===== config.mk =====
export PLATFORM = sky130hd
export DESIGN_NAME = sr_latch_driver_flat
export DESIGN_NICKNAME = d
export VERILOG_FILES = /design/src/rtl/sr_latch_driver_pkg.sv /design/src/rtl/sr_latch_driver_if.sv /design/src/rtl/sr_latch_driver_sync_2ff.sv /design/src/rtl/sr_latch_driver.sv /design/src/flat_wrapper.sv
export SDC_FILE = /design/constraint.sdc
export NUM_CORES = 1
export LEC_CHECK = 0
export ABC_CLOCK_PERIOD_IN_PS = 3700
export CAP_MARGIN = 10
export CORE_UTILIZATION = 54
export CTS_CLUSTER_DIAMETER = 120
export DETAILED_ROUTE_END_ITERATION = 7
export HOLD_SLACK_MARGIN = 0.06
export PLACE_DENSITY = 0.89
export SLEW_MARGIN = 10
export SYNTH_ARGS = -nofsm -noshare
export SYNTH_HDL_FRONTEND = slang
export SYNTH_SLANG_ARGS = --single-unit

===== constraint.sdc =====
create_clock -name clk -period 3.7 [get_ports clk]
set_clock_uncertainty 0.05 [all_clocks]
set_input_delay 0.74 -clock clk [delete_from_list [all_inputs] [get_ports clk]]
set_output_delay 0.74 -clock clk [all_outputs]
set_load 0.05 [all_outputs]

===== src/rtl/sr_latch_driver_pkg.sv =====
// Shared definitions for the SR latch driver.
//   state_t      : FSM states (IDLE/PULSE/GAP/CHECK)
//   CMD_SET/CLR  : legal command encodings; every other value is illegal
//   cmd_is_legal : helper that classifies a command
package sr_drv_pkg;

    typedef enum logic [1:0] {
        ST_IDLE,
        ST_PULSE,
        ST_GAP,
        ST_CHECK
    } state_t;

    localparam logic [1:0] CMD_SET = 2'b01;
    localparam logic [1:0] CMD_CLR = 2'b10;

    function automatic logic cmd_is_legal(input logic [1:0] c);
        return (c == CMD_SET) || (c == CMD_CLR);
    endfunction

endpackage


===== src/rtl/sr_latch_driver_if.sv =====
// Bus between the command source / latch and the SR latch driver.
//   cmd_valid, cmd  : command request (master -> driver)
//   cmd_ready       : driver idle and able to accept
//   S_n, R_n        : active-low drive to the NAND latch
//   q_fb            : latch Q readback, asynchronous to clk
//   busy/done/err   : status; done and err are one-cycle pulses
interface sr_latch_driver_if;
    logic       cmd_valid;
    logic [1:0] cmd;
    logic       cmd_ready;
    logic       S_n;
    logic       R_n;
    logic       q_fb;
    logic       busy;
    logic       done;
    logic       err;

    modport master (
        output cmd_valid, cmd, q_fb,
        input  cmd_ready, S_n, R_n, busy, done, err
    );

    modport slave (
        input  cmd_valid, cmd, q_fb,
        output cmd_ready, S_n, R_n, busy, done, err
    );
endinterface


===== src/rtl/sr_latch_driver_sync_2ff.sv =====
// Two-flop synchronizer for the asynchronous latch readback.
//   clk, rst : clock and synchronous active-high reset (flops clear to 0)
//   d        : asynchronous input
//   q        : synchronized output, two cycles of latency
module sync_2ff (
    input  logic clk,
    input  logic rst,
    input  logic d,
    output logic q
);
    logic s1_q, s1_d;
    logic s2_q, s2_d;

    always_comb begin
        s1_d = d;
        s2_d = s1_q;
    end

    always_ff @(posedge clk) begin
        if (rst) begin
            s1_q <= 1'b0;
            s2_q <= 1'b0;
        end else begin
            s1_q <= s1_d;
            s2_q <= s2_d;
        end
    end

    assign q = s2_q;
endmodule


===== src/rtl/sr_latch_driver.sv =====
// Clocked driver for the active-low S_n/R_n inputs of a NAND SR latch.
// Each accepted SET/CLEAR becomes a PULSE_CYC-long low pulse on one line,
// followed by GAP_CYC cycles with both lines high, then a one-cycle check of
// the synchronized latch Q against the commanded value.
//   clk, rst : clock, synchronous active-high reset
//   bus      : command / latch / status signals (slave side)
module sr_latch_driver
    import sr_drv_pkg::*;
#(
    parameter int unsigned PULSE_CYC = 4,
    parameter int unsigned GAP_CYC   = 2,
    parameter int unsigned CNT_W     = 4
) (
    input  logic              clk,
    input  logic              rst,
    sr_latch_driver_if.slave  bus
);
    localparam int unsigned MAX_LOAD =
        ((PULSE_CYC > GAP_CYC) ? PULSE_CYC : GAP_CYC) - 1;

    if (PULSE_CYC < 1 || GAP_CYC < 2 || MAX_LOAD > (2 ** CNT_W) - 1) begin : g_param_check
        $error("sr_latch_driver: bad PULSE_CYC/GAP_CYC/CNT_W combination");
    end

    state_t             state_q, state_d;
    logic [CNT_W-1:0]   cnt_q, cnt_d;
    logic               exp_q, exp_d;
    logic               s_n_q, s_n_d;
    logic               r_n_q, r_n_d;
    logic               done_q, done_d;
    logic               err_q, err_d;
    logic               ready_q, ready_d;
    logic               q_sync;

    sync_2ff u_sync (
        .clk (clk),
        .rst (rst),
        .d   (bus.q_fb),
        .q   (q_sync)
    );

    always_comb begin
        state_d = state_q;
        cnt_d   = cnt_q;
        exp_d   = exp_q;
        s_n_d   = s_n_q;
        r_n_d   = r_n_q;
        done_d  = 1'b0;
        err_d   = 1'b0;

        unique case (state_q)
            ST_IDLE: begin
                if (bus.cmd_valid && ready_q) begin
                    if (cmd_is_legal(bus.cmd)) begin
                        exp_d   = (bus.cmd == CMD_SET);
                        s_n_d   = (bus.cmd != CMD_SET);
                        r_n_d   = (bus.cmd != CMD_CLR);
                        cnt_d   = CNT_W'(PULSE_CYC - 1);
                        state_d = ST_PULSE;
                    end else begin
                        err_d = 1'b1;
                    end
                end
            end
            ST_PULSE: begin
                if (cnt_q == '0) begin
                    s_n_d   = 1'b1;
                    r_n_d   = 1'b1;
                    cnt_d   = CNT_W'(GAP_CYC - 1);
                    state_d = ST_GAP;
                end else begin
                    cnt_d = cnt_q - CNT_W'(1);
                end
            end
            ST_GAP: begin
                if (cnt_q == '0) begin
                    state_d = ST_CHECK;
                end else begin
                    cnt_d = cnt_q - CNT_W'(1);
                end
            end
            ST_CHECK: begin
                done_d  = 1'b1;
                err_d   = (q_sync != exp_q);
                state_d = ST_IDLE;
            end
            default: begin
                s_n_d   = 1'b1;
                r_n_d   = 1'b1;
                state_d = ST_IDLE;
            end
        endcase

        // Registered so that ready stays low through reset and rises at the
        // first edge after release, and is already high alongside done.
        ready_d = (state_d == ST_IDLE);
    end

    always_ff @(posedge clk) begin
        if (rst) begin
            state_q <= ST_IDLE;
            cnt_q   <= '0;
            exp_q   <= 1'b0;
            s_n_q   <= 1'b1;
            r_n_q   <= 1'b1;
            done_q  <= 1'b0;
            err_q   <= 1'b0;
            ready_q <= 1'b0;
        end else begin
            state_q <= state_d;
            cnt_q   <= cnt_d;
            exp_q   <= exp_d;
            s_n_q   <= s_n_d;
            r_n_q   <= r_n_d;
            done_q  <= done_d;
            err_q   <= err_d;
            ready_q <= ready_d;
        end
    end

    assign bus.S_n       = s_n_q;
    assign bus.R_n       = r_n_q;
    assign bus.done      = done_q;
    assign bus.err       = err_q;
    assign bus.cmd_ready = ready_q;
    assign bus.busy      = (state_q != ST_IDLE);
endmodule


===== src/flat_wrapper.sv =====
// flat-port wrapper written by rule: the top's interface ports become plain ports
module sr_latch_driver_flat import sr_drv_pkg::*;
#(
    parameter int unsigned PULSE_CYC = 4,
    parameter int unsigned GAP_CYC   = 2,
    parameter int unsigned CNT_W     = 4
)
  (clk, rst, bus_cmd_valid, bus_cmd, bus_q_fb, bus_cmd_ready, bus_S_n, bus_R_n, bus_busy, bus_done, bus_err);
  sr_latch_driver_if bus_i ();
  input  logic clk;
  input  logic rst;
  input wire logic [$bits(bus_i.cmd_valid)-1:0] bus_cmd_valid;
  input wire logic [$bits(bus_i.cmd)-1:0] bus_cmd;
  input wire logic [$bits(bus_i.q_fb)-1:0] bus_q_fb;
  output wire logic [$bits(bus_i.cmd_ready)-1:0] bus_cmd_ready;
  output wire logic [$bits(bus_i.S_n)-1:0] bus_S_n;
  output wire logic [$bits(bus_i.R_n)-1:0] bus_R_n;
  output wire logic [$bits(bus_i.busy)-1:0] bus_busy;
  output wire logic [$bits(bus_i.done)-1:0] bus_done;
  output wire logic [$bits(bus_i.err)-1:0] bus_err;
  assign bus_i.cmd_valid = bus_cmd_valid;
  assign bus_i.cmd = bus_cmd;
  assign bus_i.q_fb = bus_q_fb;
  assign bus_cmd_ready = bus_i.cmd_ready;
  assign bus_S_n = bus_i.S_n;
  assign bus_R_n = bus_i.R_n;
  assign bus_busy = bus_i.busy;
  assign bus_done = bus_i.done;
  assign bus_err = bus_i.err;
  sr_latch_driver #(.PULSE_CYC(PULSE_CYC), .GAP_CYC(GAP_CYC), .CNT_W(CNT_W)) u_core (.clk(clk), .rst(rst), .bus(bus_i));
endmodule

-- After elaboration in Yosys (flattened, before gate mapping)
Index checks and enable logic that the tools add are counted.
- reductions and logical operators: 11
- equal/unequal tests: 12
- add/sub/neg operators: 1
- mux-type cells: 21
- operators with widths (operator ; number):
    $mux 4 ; 4
    $pmux 4 s3 ; 1
    $mux 1 ; 8
    $mux 2 ; 4
    $ne 2x1->1 const B ; 4
    $pmux 2 s4 ; 1
    $reduce_and 4->1 ; 2
    $eq 2x2->1 const B ; 3
    $pmux 1 s2 ; 3
    $eq 2x1->1 const B ; 2
    $logic_not 2->1 ; 2
    $logic_not 4->1 ; 1
    $ne 2x2->1 const B ; 2
    $reduce_bool 2->1 ; 2
    $sub 4x1->4 const B ; 1
    $reduce_and 3->1 ; 1
    $reduce_bool 3->1 ; 1
    $logic_and 1x1->1 ; 1
    $logic_or 1x1->1 ; 1
    $ne 1x1->1 ; 1
- word-level logic and storage cells: 55
- bits of input ports: 6
- register bits after elaboration: 14

-- Depth between registers and ports, before layout
- depth in word-level cells: 6
- depth in mapped cells: 6

-- By module
A second synthesis with hierarchy kept.
- cells, all modules: 86
- area total of the unflattened synthesis: 820.8 µm²
- by module, submodules not included (module ; area each (µm²) ; sequential area each (µm²) ; times used ; cells each):
    sr_latch_driver ; 768.2 ; 240.2 ; 1 ; 82
    sync_2ff ; 52.6 ; 40.0 ; 1 ; 4

-- Worst setup path after synthesis
OpenSTA, ideal clock, no wires.
- path type: in2reg
- from: in bus_cmd[0]
- to: reg u_core.cnt_q[2]
- stages: 6
- required time: 3579 ps
- buffers on the path: 0
- library setup time: 71 ps
- path slack: 1550 ps
- arrival: 2029 ps
- cells stage by stage: inv_1 ha_1 nand3b_1 a21o_1 or3_1 a21oi_1
- word-level cells in the longest chain between the ends: 4
- elaborated cells on any way between the ends: 5
- those cells by class: 3 x eq/ne; 2 x reduce/logical
- RTL lines (item ; RTL line ; source):
    from (decl) ; flat_wrapper.sv:13 ; input wire logic [$bits(bus_i.cmd)-1:0] bus_cmd;
    $eq 2x1->1 or $eq 2x2->1 (tied branches) ; sr_latch_driver_pkg.sv:18 ; return (c == CMD_SET) || (c == CMD_CLR);
    $logic_or 1x1->1 (*) ; sr_latch_driver_pkg.sv:18 ;
    $ne 2x1->1 (no source line) (*) ; - ;
    $reduce_and 4->1 (no source line) (*) ; - ;
    to (signal assigned) ; sr_latch_driver.sv:111 ; cnt_q <= cnt_d;
    to (decl) ; sr_latch_driver.sv:26 ; logic [CNT_W-1:0] cnt_q, cnt_d;
Every way passes the cells marked *; elsewhere a longest branch is shown, timed or not.
A chain may end at the register's enable or synchronous reset.

-- Worst setup path in the final report
- from: reg u_core.state_q[0]
- to: out bus_busy
- word-level cells in the longest chain between the ends: 1
- RTL lines (item ; RTL line ; source):
    from (decl) ; sr_latch_driver.sv:25 ; state_t state_q, state_d;
    from (signal assigned) ; sr_latch_driver.sv:110 ; state_q <= state_d;
    $reduce_bool 2->1 ; sr_latch_driver.sv:126 ; assign bus.busy = (state_q != ST_IDLE);
    to (decl) ; flat_wrapper.sv:18 ; output wire logic [$bits(bus_i.busy)-1:0] bus_busy;
Every way passes these cells.

==> impl_results.md <==
- Fin Setup TNS: 0 ps
- Post-CTS setup buffer count: 0
- Die ar.: approximately 1600 sq um
- RR Startpoint: u_core.cnt_q[0]
- Status: finished clean
- Worst EP arrival: 1980 ps
- Clock sink total: 14
- Total Wirelength: 1.45 mm
- Fillers: approximately 100
- Register area share after synthesis: 0.365
- Fin nets: roughly 110
- Placer Congestion: about 0.86
- Async S/R FF share, synth: 0
- Std-Cell Rows: 13
- Power per cell area: roughly 850 nW/um^2
- R2R setup slack: between 1500 and 2000 ps
- EDFF count, synth: 0
- Main synth FF type: dfxtp_1
- Initial Util: 0.582
- Number of synthesized register bits: 14
- Post-synth top cells: 14 x dfxtp_1, 9 x nor2_1, 8 x ha_1
- Share of the synthesized area in the top cell type: 0.365
- Max Cap Viol: 0
- Synth Instances: 84
- Antenna cells: 0
- Post-route cell area: 915 sq um
- R2R Path End: u_core.state_q[0]
- Last element of the critical path: bus_busy
- Critical path type: reg2out
- CP startpoint: u_core.state_q[0]
- Area growth from synthesis to layout: 19.2%
- Yosys warnings: 0
- Post-DRT Antenna Nets: 0
- Leak: roughly 0.37 nW
- DR vias: 659
- Drt wl/cell: 12.9 um
- Worst Tran Pin Value: roughly 600 ps
- Setup violators final: 0
- DR DRC count: 0
- Fmax achieved: 361 MHz
- # IOs: 12
- Die height: between 30 and 40 um
- H-tree Lvls: 1
- Drt initial violations: 10
- Post-Syn Area: between 700 and 800 sq um
- Clk root buf: clkbuf_4
- Critical path capture point type: primary output
- CTS Hold Bufs: 0
- Library cells used by synthesis: 28
- Unrepaired setup endpoints after global routing: no
- Die W: 39.7 um
- Post-Syn Nets: 98
- TritonCTS clock tree: done
- Vias in the first global route: 588
- Pin count of the biggest net entering global routing: 17
- Dpl hpwl: 1.06 mm
- Worst Reg-to-Reg Cells: 6
- Layout cells sized above 1: 0.0722
- Hold WC Path Type: reg2reg
- CORE AREA: ~1300 sq um
- Placed inst area: between 800 and 900 sq um
- Total GRT Usage: 0.229
- Synth area leaders: dfxtp_1 37%, ha_1 13%, mux2i_1 5.2%
- Worst skew pair latency: roughly 280 ps
- Maximum root-to-sink buffer count: 2
- Worst EP required: 2910 ps
- Most common cell in the synthesized netlist: dfxtp_1
- Cts bufs inserted: 3
- Minimum clock period: between 2000 and 3000 ps
- Antenna violations before repair: 0
- Fin. max-slew vios: 0
- Post-DR vias/cell: approximately 5.9
- Slew Limit Headroom: 0.594
- Grt ovf: 0
- Syn Area/Cell: 9.13 sq um
- Area leader, netlist: dfxtp_1
- First-pass GRT wire length: approximately 2.4 mm
- Hold Fails Final Rpt: 0
- Post-CTS sizing: 0
- Drt first pass iters: 4
- CP max FO: 6
- Tcrit/Tclk final: 0.749
- Port Buffers: 11
- Clock transition at path regs: about 70 ps
- Worst setup SP type: flop
- Peak VDD IR: between 0.0005 and 0.0006 V
worst max-delay path: stages (launching register included):
cell and delay, ps:
dfxtp_1 400, inv_1 110, ha_1 300, inv_1 110, clkdlybuf4s50_1 800
cells in the final DEF (no fill, tap or decap), drive strengths merged:
cell and count:
dfxtp 14, clkdlybuf4s50 11, nor2 9, ha 8
inv 7, a21oi 7, nor2b 6, mux2i 4
nor3b 3, nand2 3, o21ai 3, clkbuf 3
nor3 3, nand3b 2, a211oi 2, or3b 1
and2 1, o32a 1, a2bb2oi 1, a21o 1
or3 1, nand3 1, xor2 1, nand4 1
o2111a 1, o22ai 1, a311oi 1
final cells by class:
cell class | instances | area, sq um | area share
Timing Repair Buffer | 11 | 110 | 0.120
Inverter | 7 | 26.3 | 0.0287
Tap cell | 15 | 18.8 | 0.0205
Clock buffer | 3 | 22.5 | 0.0246
Sequential cell | 14 | 280 | 0.306
Multi-Input combinational cell | 62 | 457 | 0.499
logic make-up (layout without fill, tap and decap cells):
logic type	after synthesis	after routing	share of synthesized area
XOR/XNOR	1	1	0.0114
multiplexers	4	4	0.0522
AO/OA/AOI/OAI	18	18	0.170
AND/OR/NAND/NOR	31	31	0.232
adder cells (fa/ha/maj)	8	8	0.131
buffers and inverters	8	21	0.0392
flip-flops	14	14	0.365
layer usage:
layer | track usage | share of wire
met1 | 0.253 | 0.44
met2 | 0.393 | 0.50
met3 | 0.0852 | 0.039
met4 | 0.0776 | 0.014
met5 | 0 | 0
state kept, by name, indices dropped and copies added, names as in the netlist:
signal,flops
u_core.bus.R_n,1
u_core.bus.S_n,1
u_core.bus.cmd_ready,1
u_core.bus.done,1
u_core.bus.err,1
u_core.cnt_q,4
u_core.exp_q,1
u_core.state_q,2
u_core.u_sync.q,1
u_core.u_sync.s1_q,1
per-stage QoR:
stage,cells,worst slack (ps),hold slack [ps],util,power (W)
final,112,928,389,0.694,0.000781
after global routing,112,836,423,0.694,0.000833
after CTS,112,923,395,0.694,0.000781
after detailed placement,109,898,376,0.677,0.000691
after global placement,109,976,369,0.677,0.000681
after floorplan,84,1550,364,-,0.000587
how the worst min path moves through the flow:
stage,from,to,cells after the start
floorplan,u_core.u_sync.s1_q,u_core.u_sync.q,1
global placement,u_core.u_sync.s1_q,u_core.u_sync.q,1
detailed placement,u_core.u_sync.s1_q,u_core.u_sync.q,1
CTS,u_core.u_sync.s1_q,u_core.u_sync.q,1
global route,u_core.u_sync.s1_q,u_core.u_sync.q,1
finish,u_core.u_sync.s1_q,u_core.u_sync.q,1
power breakdown:
| group | internal, W | switching [W] |
|---|---|---|
| Sequential | 0.000185 | 0.0000274 |
| Combinational | 0.000204 | 0.000281 |
| Clock | 0.0000378 | 0.0000462 |
| Total | 0.000427 | 0.000354 |
(Power assumes the default switching activity.)
